### config.mk
export PLATFORM = sky130hd
export DESIGN_NAME = serial_deframer_flat
export DESIGN_NICKNAME = d
export VERILOG_FILES = /design/src/rtl/serial_deframer_pkg.sv /design/src/rtl/serial_deframer_if.sv /design/src/rtl/serial_deframer_shift.sv /design/src/rtl/serial_deframer.sv /design/src/flat_wrapper.sv
export SDC_FILE = /design/constraint.sdc
export NUM_CORES = 1
export LEC_CHECK = 0
export ABC_AREA = 0
export CORE_UTILIZATION = 55
export DETAILED_ROUTE_END_ITERATION = 12
export PLACE_DENSITY = 0.87
export SLEW_MARGIN = 10
export SYNTH_ARGS = -nofsm -noshare
export SYNTH_HDL_FRONTEND = slang
export SYNTH_SLANG_ARGS = --single-unit
### constraint.sdc
create_clock -name clk -period 2.3 [get_ports clk]
set_input_delay 0.575 -clock clk [delete_from_list [all_inputs] [get_ports clk]]
set_output_delay 0.575 -clock clk [all_outputs]
set_load 0.05 [all_outputs]
### src/rtl/serial_deframer_pkg.sv
// Shared types and helpers for the serial deframer.
// Contents:
//   dfr_state_e - FSM state encoding (3 bits)
//   MaxN        - widest supported data word
//   parity_of   - XOR reduction of a zero-extended word
package serial_deframer_pkg;

  typedef enum logic [2:0] {
    StIdle     = 3'd0,
    StData     = 3'd1,
    StParity   = 3'd2,
    StStop     = 3'd3,
    StWaitIdle = 3'd4
  } dfr_state_e;

  localparam int unsigned MaxN = 32;

  // Zero extension does not change the XOR, so any word up to MaxN bits can be passed in.
  function automatic logic parity_of(input logic [MaxN-1:0] v);
    return ^v;
  endfunction

endpackage

### src/rtl/serial_deframer_if.sv
// Bundle of line-side inputs and word-side outputs of the serial deframer.
// Signals:
//   en, din                   - bit strobe and serial line (line side drives)
//   dout, dout_valid          - received word and its one-cycle valid pulse
//   err_parity, err_frame     - one-cycle error pulses
//   busy                      - deframer is inside a frame
// Modports: master = line/driver side, slave = the deframer.
interface serial_deframer_if #(
  parameter int unsigned N = 8
);

  logic         en;
  logic         din;
  logic [N-1:0] dout;
  logic         dout_valid;
  logic         err_parity;
  logic         err_frame;
  logic         busy;

  modport master (
    output en, din,
    input  dout, dout_valid, err_parity, err_frame, busy
  );

  modport slave (
    input  en, din,
    output dout, dout_valid, err_parity, err_frame, busy
  );

endinterface

### src/rtl/serial_deframer_shift.sv
// Right-shifting capture register: each enabled cycle shifts din into the MSB, so after N
// shifts the first bit received sits at the LSB. A parallel load has priority over shifting.
// Ports:
//   clk, res_n  - clock and synchronous active-low reset (clears the register)
//   en, din     - shift enable and serial input
//   load_en     - parallel load strobe, load_data is the value loaded
//   dout        - register contents
module serial_deframer_shift #(
  parameter int unsigned N = 8
) (
  input  logic         clk,
  input  logic         res_n,
  input  logic         en,
  input  logic         din,
  input  logic         load_en,
  input  logic [N-1:0] load_data,
  output logic [N-1:0] dout
);

  logic [N-1:0] shift_q;

  always_ff @(posedge clk) begin
    if (!res_n) begin
      shift_q <= '0;
    end else if (load_en) begin
      shift_q <= load_data;
    end else if (en) begin
      shift_q <= {din, shift_q[N-1:1]};
    end
  end

  assign dout = shift_q;

endmodule

### src/rtl/serial_deframer.sv
// Bit-synchronous serial deframer. One line bit is sampled per en strobe: a 0 in IDLE is a
// start bit, then N data bits LSB-first, an optional parity bit and STOP_BITS stop bits.
// A completed frame yields a one-cycle dout_valid (good frame), err_parity and/or err_frame.
// A bad stop bit parks the FSM in WAIT_IDLE until the line returns to 1, so a break is never
// mistaken for a start bit.
// Ports:
//   clk    - clock, all state changes on the rising edge
//   res_n  - synchronous active-low reset, aborts any frame without pulses
//   bus    - serial_deframer_if slave: en/din in; dout, dout_valid, err_parity, err_frame,
//            busy out (all outputs registered)
module serial_deframer
  import serial_deframer_pkg::*;
#(
  parameter int unsigned N          = 8,
  parameter int unsigned PARITY_EN  = 1,
  parameter int unsigned PARITY_ODD = 0,
  parameter int unsigned STOP_BITS  = 1
) (
  input logic              clk,
  input logic              res_n,
  serial_deframer_if.slave bus
);

  localparam int unsigned CntW = $clog2(N + 1);

  dfr_state_e    state_q;
  logic [CntW-1:0] bit_cnt_q;
  logic          stop_cnt_q;
  logic          par_bad_q;
  logic [N-1:0]  dout_q;
  logic          dout_valid_q;
  logic          err_parity_q;
  logic          err_frame_q;
  logic          busy_q;

  logic [N-1:0]  word;
  logic          shift_en;
  logic          par_mismatch;

  assign shift_en = bus.en && (state_q == StData);

  serial_deframer_shift #(
    .N(N)
  ) u_shift (
    .clk      (clk),
    .res_n    (res_n),
    .en       (shift_en),
    .din      (bus.din),
    .load_en  (1'b0),
    .load_data('0),
    .dout     (word)
  );

  // word already holds all N data bits by the time the parity bit is sampled.
  assign par_mismatch = parity_of(MaxN'(word)) ^ bus.din ^ PARITY_ODD[0];

  always_ff @(posedge clk) begin
    if (!res_n) begin
      state_q      <= StIdle;
      bit_cnt_q    <= '0;
      stop_cnt_q   <= 1'b0;
      par_bad_q    <= 1'b0;
      dout_q       <= '0;
      dout_valid_q <= 1'b0;
      err_parity_q <= 1'b0;
      err_frame_q  <= 1'b0;
      busy_q       <= 1'b0;
    end else begin
      // Pulses always clear on the following clock, independent of en.
      dout_valid_q <= 1'b0;
      err_parity_q <= 1'b0;
      err_frame_q  <= 1'b0;
      if (bus.en) begin
        unique case (state_q)
          StIdle: begin
            if (!bus.din) begin
              state_q    <= StData;
              bit_cnt_q  <= '0;
              stop_cnt_q <= 1'b0;
              par_bad_q  <= 1'b0;
              busy_q     <= 1'b1;
            end
          end
          StData: begin
            bit_cnt_q <= bit_cnt_q + 1'b1;
            if (bit_cnt_q == CntW'(N - 1)) begin
              state_q <= (PARITY_EN != 0) ? StParity : StStop;
            end
          end
          StParity: begin
            par_bad_q <= par_mismatch;
            state_q   <= StStop;
          end
          StStop: begin
            if (!bus.din) begin
              state_q      <= StWaitIdle;
              err_frame_q  <= 1'b1;
              err_parity_q <= par_bad_q;
            end else if (32'(stop_cnt_q) == STOP_BITS - 1) begin
              state_q <= StIdle;
              busy_q  <= 1'b0;
              if (par_bad_q) begin
                err_parity_q <= 1'b1;
              end else begin
                dout_q       <= word;
                dout_valid_q <= 1'b1;
              end
            end else begin
              stop_cnt_q <= 1'b1;
            end
          end
          StWaitIdle: begin
            if (bus.din) begin
              state_q <= StIdle;
              busy_q  <= 1'b0;
            end
          end
          default: begin
            state_q <= StIdle;
            busy_q  <= 1'b0;
          end
        endcase
      end
    end
  end

  assign bus.dout       = dout_q;
  assign bus.dout_valid = dout_valid_q;
  assign bus.err_parity = err_parity_q;
  assign bus.err_frame  = err_frame_q;
  assign bus.busy       = busy_q;

endmodule
### src/flat_wrapper.sv
// flat-port wrapper written by rule: the top's interface ports become plain ports
module serial_deframer_flat import serial_deframer_pkg::*;
#(
  parameter int unsigned N          = 8,
  parameter int unsigned PARITY_EN  = 1,
  parameter int unsigned PARITY_ODD = 0,
  parameter int unsigned STOP_BITS  = 1
)
  (clk, res_n, bus_en, bus_din, bus_dout, bus_dout_valid, bus_err_parity, bus_err_frame, bus_busy);
  serial_deframer_if #(.N(N)) bus_i ();
  input logic clk;
  input logic res_n;
  input wire logic [$bits(bus_i.en)-1:0] bus_en;
  input wire logic [$bits(bus_i.din)-1:0] bus_din;
  output wire logic [$bits(bus_i.dout)-1:0] bus_dout;
  output wire logic [$bits(bus_i.dout_valid)-1:0] bus_dout_valid;
  output wire logic [$bits(bus_i.err_parity)-1:0] bus_err_parity;
  output wire logic [$bits(bus_i.err_frame)-1:0] bus_err_frame;
  output wire logic [$bits(bus_i.busy)-1:0] bus_busy;
  assign bus_i.en = bus_en;
  assign bus_i.din = bus_din;
  assign bus_dout = bus_i.dout;
  assign bus_dout_valid = bus_i.dout_valid;
  assign bus_err_parity = bus_i.err_parity;
  assign bus_err_frame = bus_i.err_frame;
  assign bus_busy = bus_i.busy;
  serial_deframer #(.N(N), .PARITY_EN(PARITY_EN), .PARITY_ODD(PARITY_ODD), .STOP_BITS(STOP_BITS)) u_core (.clk(clk), .res_n(res_n), .bus(bus_i));
endmodule
Word level (Yosys, flattened, before mapping). Cells that the tools add are included.

Bits of input ports: 4. Output and inout bits: 12. Register bits after elaboration: 29.

Add/sub/neg operators: 1. Bitwise gates (word level): 8. Mux-type cells: 23. Equality and inequality tests: 11. Reductions and logical operators: 15.

Operators by type and width (count): 32-bit parity (1); 3-bit two-way mux (5); 3-bit one-hot mux with 5 select lines (1); 1-bit two-way mux (12); 2-bit != test, second input constant (5); 5-bit AND reduction (2); 3-bit AND reduction (3); 4-bit one-hot mux with 2 select lines (1); 1-bit NOT (7); 3-bit by 2-bit equality test with 1-bit output, second input constant (2); 6-bit AND reduction (1); 2-bit nonzero test (3); 5-bit OR reduction (1); 4-bit by 1-bit adder with 4-bit output, second input constant (1); 4-bit by 3-bit equality test with 1-bit output, second input constant (1); 4-bit two-way mux (1); 1-bit one-hot mux with 2 select lines (2); 1-bit one-hot mux with 4 select lines (1); 4-bit AND reduction (1); 3-bit by 1-bit equality test with 1-bit output, second input constant (1); 3-bit equality test, second input constant (1); 3-bit zero test (1); 3-bit != test, second input constant (1); 2-bit OR reduction (1); 2 further kinds (2).

Logic depth before layout (Yosys ltp). Gate-level depths: netlist of run 1.

Depth after elaboration: 4. Depth in mapped cells: 6.

By module. Synthesis of run 1 repeated with hierarchy kept, for this count alone.

Cells, all modules: 140. Area, all modules: 1457.6 um^2.

By module, submodules not included: serial_deframer (seq. area each 400.4 um^2, cells each 105, area an instance 1017.2 um^2, times used 1); serial_deframer_shift (seq. area each 160.2 um^2, cells each 35, area an instance 440.4 um^2, times used 1).

Worst setup path after synthesis of run 1. Ideal clock, no wire load.

Path kind: input to register. Start point: in bus_din. End point: reg u_core.dout_q[0] (netlist: u_core.bus.dout[0]). Arrival: 1.579 ns. Required time: 2.172 ns. Buffers on the path: 2. Stages on the path: 6. Setup slack: 0.594 ns. Cell sequence: buf_4 inv_2 or4_4 buf_6 mux2i_1 nor2_1.

Word-level cells in the longest chain between the ends: 1.

Ends and longest elaborated chain: start, declared (RTL line flat_wrapper.sv:14) `input wire logic [$bits(bus_i.din)-1:0] bus_din;`; 5-bit AND reduction (no source line); end signal, assigned (RTL line serial_deframer.sv:105) `dout_q <= word;`; end, declared (RTL line serial_deframer.sv:30) `logic [N-1:0] dout_q;`.

No other way between the ends. A chain may end at the register's enable or synchronous reset.

Worst setup path after layout of run 1.
Start point: reg u_core.dout_q[0] (netlist: u_core.bus.dout[0]). End point: out bus_dout[0].

RTL lines: end, declared (RTL line flat_wrapper.sv:15) `output wire logic [$bits(bus_i.dout)-1:0] bus_dout;`.

No word-level cell between the ends.

==> impl_metrics.tcl, run 1 <==
set metrics [dict create \
    outcome "completed" \
    min_path_cells 1 \
    met1_usage_pct 26.1 \
    die_x_um 49.2 \
    fin_tns_setup_ps 0 \
    crit_end "bus_dout[0]" \
    synth_area_mm2 0.00123 \
    nFillCells 147 \
    synth-seq-area-share_pct 45.7 \
    required_ps 1730 \
    critPathTopFamily "buffers and inverters" \
    place_area_mm2 0.00140 \
    r2r_start "u_core.state_q[0]" \
    synthesis.nets 145 \
    finalClockSkew_ps 7.66 \
    grtUsageMet3_pct 4.98 \
    finalPower_uw 877 \
    busiest_layer "met2" \
    h-tree-depth 1 \
    r2r-end "u_core.bus.dout[1]" \
    final_cell_mix "dfxtp_1, nand2_1, nor2_1" \
    drc 0 \
    cts_resized 0 \
    cellPowerDensity_mw_per_mm2 604 \
    pin_count 16 \
    cp-startpoint "u_core.bus.dout[0]" \
    grt_pass1_vias 942 \
    antenna_left 0 \
    ff2ff_setup_slack_ps 640 \
    place_congestion 0.775 \
    cts_setup_buffers 0 \
    final_common_cell "dfxtp_1" \
    drive_above_1_share_pct 7.74 \
    worst-path-stages 1 \
    grtUsageTotal_pct 20.9 \
    area_delta_synth_final_pct 18.2 \
    grt_pass1_wl_um 3960 \
    peakVddDrop_mv 0.592 \
    drv_cap 0 \
    syn_area_per_cell_um2 8.77 \
    final.min_clock_period_ps 2090 \
    grtUsageMet2_pct 35.6 \
    critPathCaptureType "primary output" \
    finalHoldViolations 0 \
    synth_warnings 0 \
    die_h_um 49.2 \
    yosysTopAreaCell "dfxtp_1" \
    cts_buffers 3 \
    clk_pin_slew_ps 150 \
    period_share_pct 90.8 \
    synth_top_cells_by_area "dfxtp_1, mux2i_1, nand2_1" \
    core_region_area_mm2 0.00202 \
    multi_input_area_um2 591 \
    ctsHoldBuffers 0 \
    hp-start "u_core.par_bad_q" \
    cts_sinks 28 \
    die-area_mm2 0.00242 \
    finish.instance_area_mm2 0.00145 \
    crit_path_max_incr_delay_ps 820 \
    ff2ff_path_depth 4 \
    hpwl_um 1630 \
    seqCellArea_um2 561 \
    worstSkewPairLatency_ps 320 \
    grt_max_degree 24 \
    min_path_type "flip-flop to flip-flop" \
    clockBufferDepth 2 \
    setup_viol 0 \
    synth_seq_cells 28 \
    slew_headroom_pct 66.2 \
    drtIter0Drc 17 \
    path_class "flip-flop to primary output" \
    rows 16 \
    maxSlewViolCount 0 \
    firstDrtPassIters 4 \
    post-synth-top-area-fraction_pct 45.7 \
    final_nets 161 \
    fmax_ghz 0.479 \
    num_antenna_cells 0 \
    rsz0062_at_grt "no" \
    cts_tree "built" \
    via_per_inst 5.38 \
    cpMaxStageDelayCell "clkdlybuf4s50_1" \
    antenna_found_initial 0 \
    worst-path-buf-inv 1 \
    crit_fanout 2 \
    post_drt_wl_per_cell_um 12.3 \
    worstMarginPinSlew_ps 505 \
    p_leak_uw 0.000590 \
    yosysUniqueCellTypes 32 \
    path_cells "clkdlybuf4s50_1" \
    grt_overflow_total 0 \
    cts_root_buf "clkbuf_4" \
    worstSetupStartpointType "flip-flop" \
    finalWirelength_um 2240 \
    crit_arrival_ps 1510 \
    portBuffers 15 \
    via_count 980 \
    syn_inst 140 \
    initial_core_util_pct 60.7 \
]
-- kinds of logic (layout without fill, tap and decap cells) --
| group | count (synthesis) | in the layout | synth area share, % |
|---|---|---|---|
| buf+inv | 15 | 30 | 6.22 |
| xor+xnor | 8 | 8 | 6.83 |
| compound gates | 29 | 29 | 14.7 |
| simple gates | 51 | 51 | 19.1 |
| fa+ha+maj | 1 | 1 | 1.02 |
| flops | 28 | 28 | 45.7 |
| mux | 8 | 8 | 6.52 |
-- cell type report --
| type | instances | share of cell area (%) |
|---|---|---|
| clock buffer | 3 | 1.55 |
| clock inverter | 1 | 2.07 |
| inverter | 5 | 1.29 |
| multi-input combinational | 97 | 40.7 |
| sequential | 28 | 38.6 |
| tap | 27 | 2.33 |
| timing repair buffer | 21 | 13.4 |
-- cells in the mapped netlist --
library cell,number
nor2b_1,2
nor4_1,1
xor2_1,2
a21oi_1,12
nand2_1,18
dfxtp_1,28
a211oi_1,2
nor2_1,16
o21a_1,2
or4_4,1
a2bb2oi_1,1
a32oi_1,1
nand2b_1,2
ha_1,1
o21ai_0,5
buf_6,1
buf_2,4
xnor2_1,5
a221oi_1,1
mux2i_1,8
o211a_1,1
nand3_1,3
buf_4,2
o31ai_1,3
nand4bb_1,1
nor3_1,5
a31oi_1,1
inv_2,1
xnor3_1,1
clkbuf_1,3
or3_1,2
inv_1,4
-- metrics by stage --
step | hold slack [ps] | std cells | setup WS [ps] | utilization [%]
floorplan | 421 | 140 | 594 | -
global placement | 432 | 178 | 140 | 69.2
detailed placement | 449 | 178 | 52.9 | 69.2
CTS | 469 | 182 | 207 | 71.8
global route | 502 | 182 | 159 | 71.8
finish | 467 | 182 | 211 | 71.8
-- sequential cells by signal, summed over array words and instances (netlist names) --
register,cells
u_core.u_shift.dout,8
u_core.par_bad_q,1
u_core.bus.err_parity,1
u_core.bit_cnt_q,4
u_core.state_q,3
u_core.bus.dout,8
u_core.bus.dout_valid,1
u_core.bus.err_frame,1
u_core.bus.busy,1
-- worst min path at each step --
stage                                       end  slack [ps]
final                     u_core.bus.dout_valid         470
after floorplan           u_core.bus.dout_valid         420
after detailed placement  u_core.bus.dout_valid         450
after global placement    u_core.bus.dout_valid         430
after CTS                 u_core.bus.dout_valid         470
after global routing      u_core.bus.dout_valid         500
-- worst reg2reg max path, delay by kind of cell (launching register included) --
kind | cells | cell delay, ps
AND/OR/NAND/NOR | 3 | 770
flip-flops | 1 | 570
multiplexers | 1 | 230
-- per-layer routing --
layer / up-vias / wire length [µm]
met5: - / 0
met2: 23 / 1120
met4: 0 / 25
met3: 4 / 72
li1: 503 / -
met1: 450 / 1030
-- report_power, final --
part | internal, µW | total, µW | switching [µW] | leakage [µW]
clock | 176 | 315 | 139 | 0.0000279
combinational | 28.6 | 65.3 | 36.7 | 0.000336
sequential | 490 | 497 | 7.19 | 0.000226
Note: power is estimated with default switching activity, not from simulation.
==> run 2: changes to the inputs <==
--- a/config.mk
+++ b/config.mk
@@ -7,8 +7,9 @@
 export LEC_CHECK = 0
 export ABC_AREA = 0
 export CORE_UTILIZATION = 55
+export CTS_BUF_LIST = sky130_fd_sc_hd__clkbuf_8
 export DETAILED_ROUTE_END_ITERATION = 12
-export PLACE_DENSITY = 0.87
+export PLACE_DENSITY = 0.9
 export SLEW_MARGIN = 10
 export SYNTH_ARGS = -nofsm -noshare
 export SYNTH_HDL_FRONTEND = slang
==> run 2 against run 1 <==
Sequential cell count unchanged. Maximum frequency up 3.7%. Via count up 6.7%.
==> impl_metrics.tcl, run 2 (same netlist as run 1, synthesis figures left out) <==
set metrics [dict create \
    outcome "completed" \
    die-area_mm2 0.00242 \
    cts_buffers 3 \
    cpMaxStageDelayCell "clkdlybuf4s50_1" \
    final_util_pct 71.5 \
    place_congestion 0.787 \
    drv_cap 0 \
    final_cell_mix "dfxtp_1, nand2_1, nor2_1" \
    worstSetupStartpointType "flip-flop" \
    cellPowerDensity_mw_per_mm2 597 \
    peakVddDrop_mv 0.572 \
    crit_fanout 2 \
    grt_overflow_total 0 \
    finish.instance_area_mm2 0.00145 \
    cts_sinks 28 \
    cts_setup_buffers 0 \
    seqPwrFrac_pct 57.6 \
    drtIter0Drc 36 \
    path_cells "clkdlybuf4s50_1" \
    antenna_left 0 \
    post-place-ws_ps 128 \
    drc 0 \
    path_class "flip-flop to primary output" \
    grtUsageTotal_pct 22.8 \
    required_ps 1730 \
    via_per_inst 5.78 \
    final_common_cell "dfxtp_1" \
    setup_viol 0 \
    final.min_clock_period_ps 2010 \
    p_sw_share_pct 22.4 \
    p_leak_uw 0.000585 \
    drive_above_1_share_pct 7.14 \
    fmax_ghz 0.496 \
    crit_path_max_incr_delay_ps 810 \
    worstMarginPinSlew_ps 493 \
    antenna_found_initial 0 \
    min_path_type "flip-flop to flip-flop" \
    critPathCaptureType "primary output" \
    cts_root_buf "clkbuf_8" \
    clockBufferDepth 2 \
    slew_headroom_pct 66.9 \
    pin_count 16 \
    area_delta_synth_final_pct 17.8 \
    p_int_uw 670 \
    post_drt_wl_per_cell_um 14.1 \
    grt_max_degree 24 \
    worst-path-buf-inv 1 \
    period_share_pct 87.6 \
    crit_arrival_ps 1440 \
    final_nets 160 \
    maxSlewViolCount 0 \
    worst_slack_ps 286 \
    p_sw_uw 193 \
    hpwl_um 1690 \
    via_count 1046 \
    nFillCells 145 \
    cts_tree "built" \
    num_antenna_cells 0 \
    worstSkewPairLatency_ps 270 \
    core_region_area_mm2 0.00202 \
    grt_pass1_vias 985 \
    firstDrtPassIters 4 \
    fin_tns_setup_ps 0 \
    finalWirelength_um 2560 \
    place_area_mm2 0.00139 \
    finalClockSkew_ps 3.47 \
    die_x_um 49.2 \
    critPathTopFamily "buffers and inverters" \
    clkPwrFrac_pct 34.7 \
    portBuffers 15 \
    initial_core_util_pct 60.7 \
    clk_pin_slew_ps 90 \
    die_h_um 49.2 \
    h-tree-depth 1 \
    p_comb_share_pct 7.7 \
    rsz0062_at_grt "no" \
    finalHoldViolations 0 \
    rows 16 \
    grt_pass1_wl_um 4260 \
    cts_resized 0 \
    ctsHoldBuffers 0 \
]
==> run 2: final timing paths <==
| path | from | end | slack [ps] | cells after the start |
|---|---|---|---|---|
| setup / recovery | u_core.bus.busy | bus_busy | 290 | 1 |
| hold / removal | u_core.par_bad_q | u_core.bus.dout_valid | 450 | 1 |
| setup reg to reg | u_core.state_q[0] | u_core.u_shift.dout[2] | 630 | 5 |
| hold reg to reg | u_core.par_bad_q | u_core.bus.dout_valid | 450 | 1 |
==> run 2: metal layers <==
layer | global-route usage (%) | vias up | routed length (µm)
li1 | - | 506 | -
met5 | 0 | - | 0
met2 | 40.9 | 34 | 1320
met4 | 7.35 | 0 | 30
met3 | 2.80 | 4 | 105
met1 | 28.0 | 502 | 1100
==> run 2: power by group through the flow <==
| stage | clock network [µW] | registers [µW] | logic, µW |
|---|---|---|---|
| 2_1_floorplan | 0 | 508 | 43.0 |
| 3_3_place_gp | 0 | 507 | 61.0 |
| 3_5_place_dp | 0 | 508 | 64.1 |
| 4_1_cts | 308 | 497 | 65.6 |
| 5_1_grt | 320 | 498 | 71.1 |
| 6_report | 300 | 497 | 66.4 |
==> run 2: final cells by class <==
| class | count | area [µm²] | area share [%] |
|---|---|---|---|
| Multi-Input combinational cell | 97 | 591 | 40.8 |
| Sequential cell | 28 | 561 | 38.8 |
| Inverter | 5 | 18.8 | 1.30 |
| Clock buffer | 4 | 55.1 | 3.81 |
| Tap cell | 27 | 33.8 | 2.34 |
| Timing Repair Buffer | 20 | 188 | 13.0 |
==> run 2: through the flow <==
stage | instances | hold slack [ps] | total power (µW)
final | 181 | 450 | 863
after global routing | 181 | 475 | 889
after CTS | 181 | 454 | 870
after detailed placement | 177 | 439 | 572
after global placement | 177 | 438 | 568
after floorplan | 140 | 421 | 551
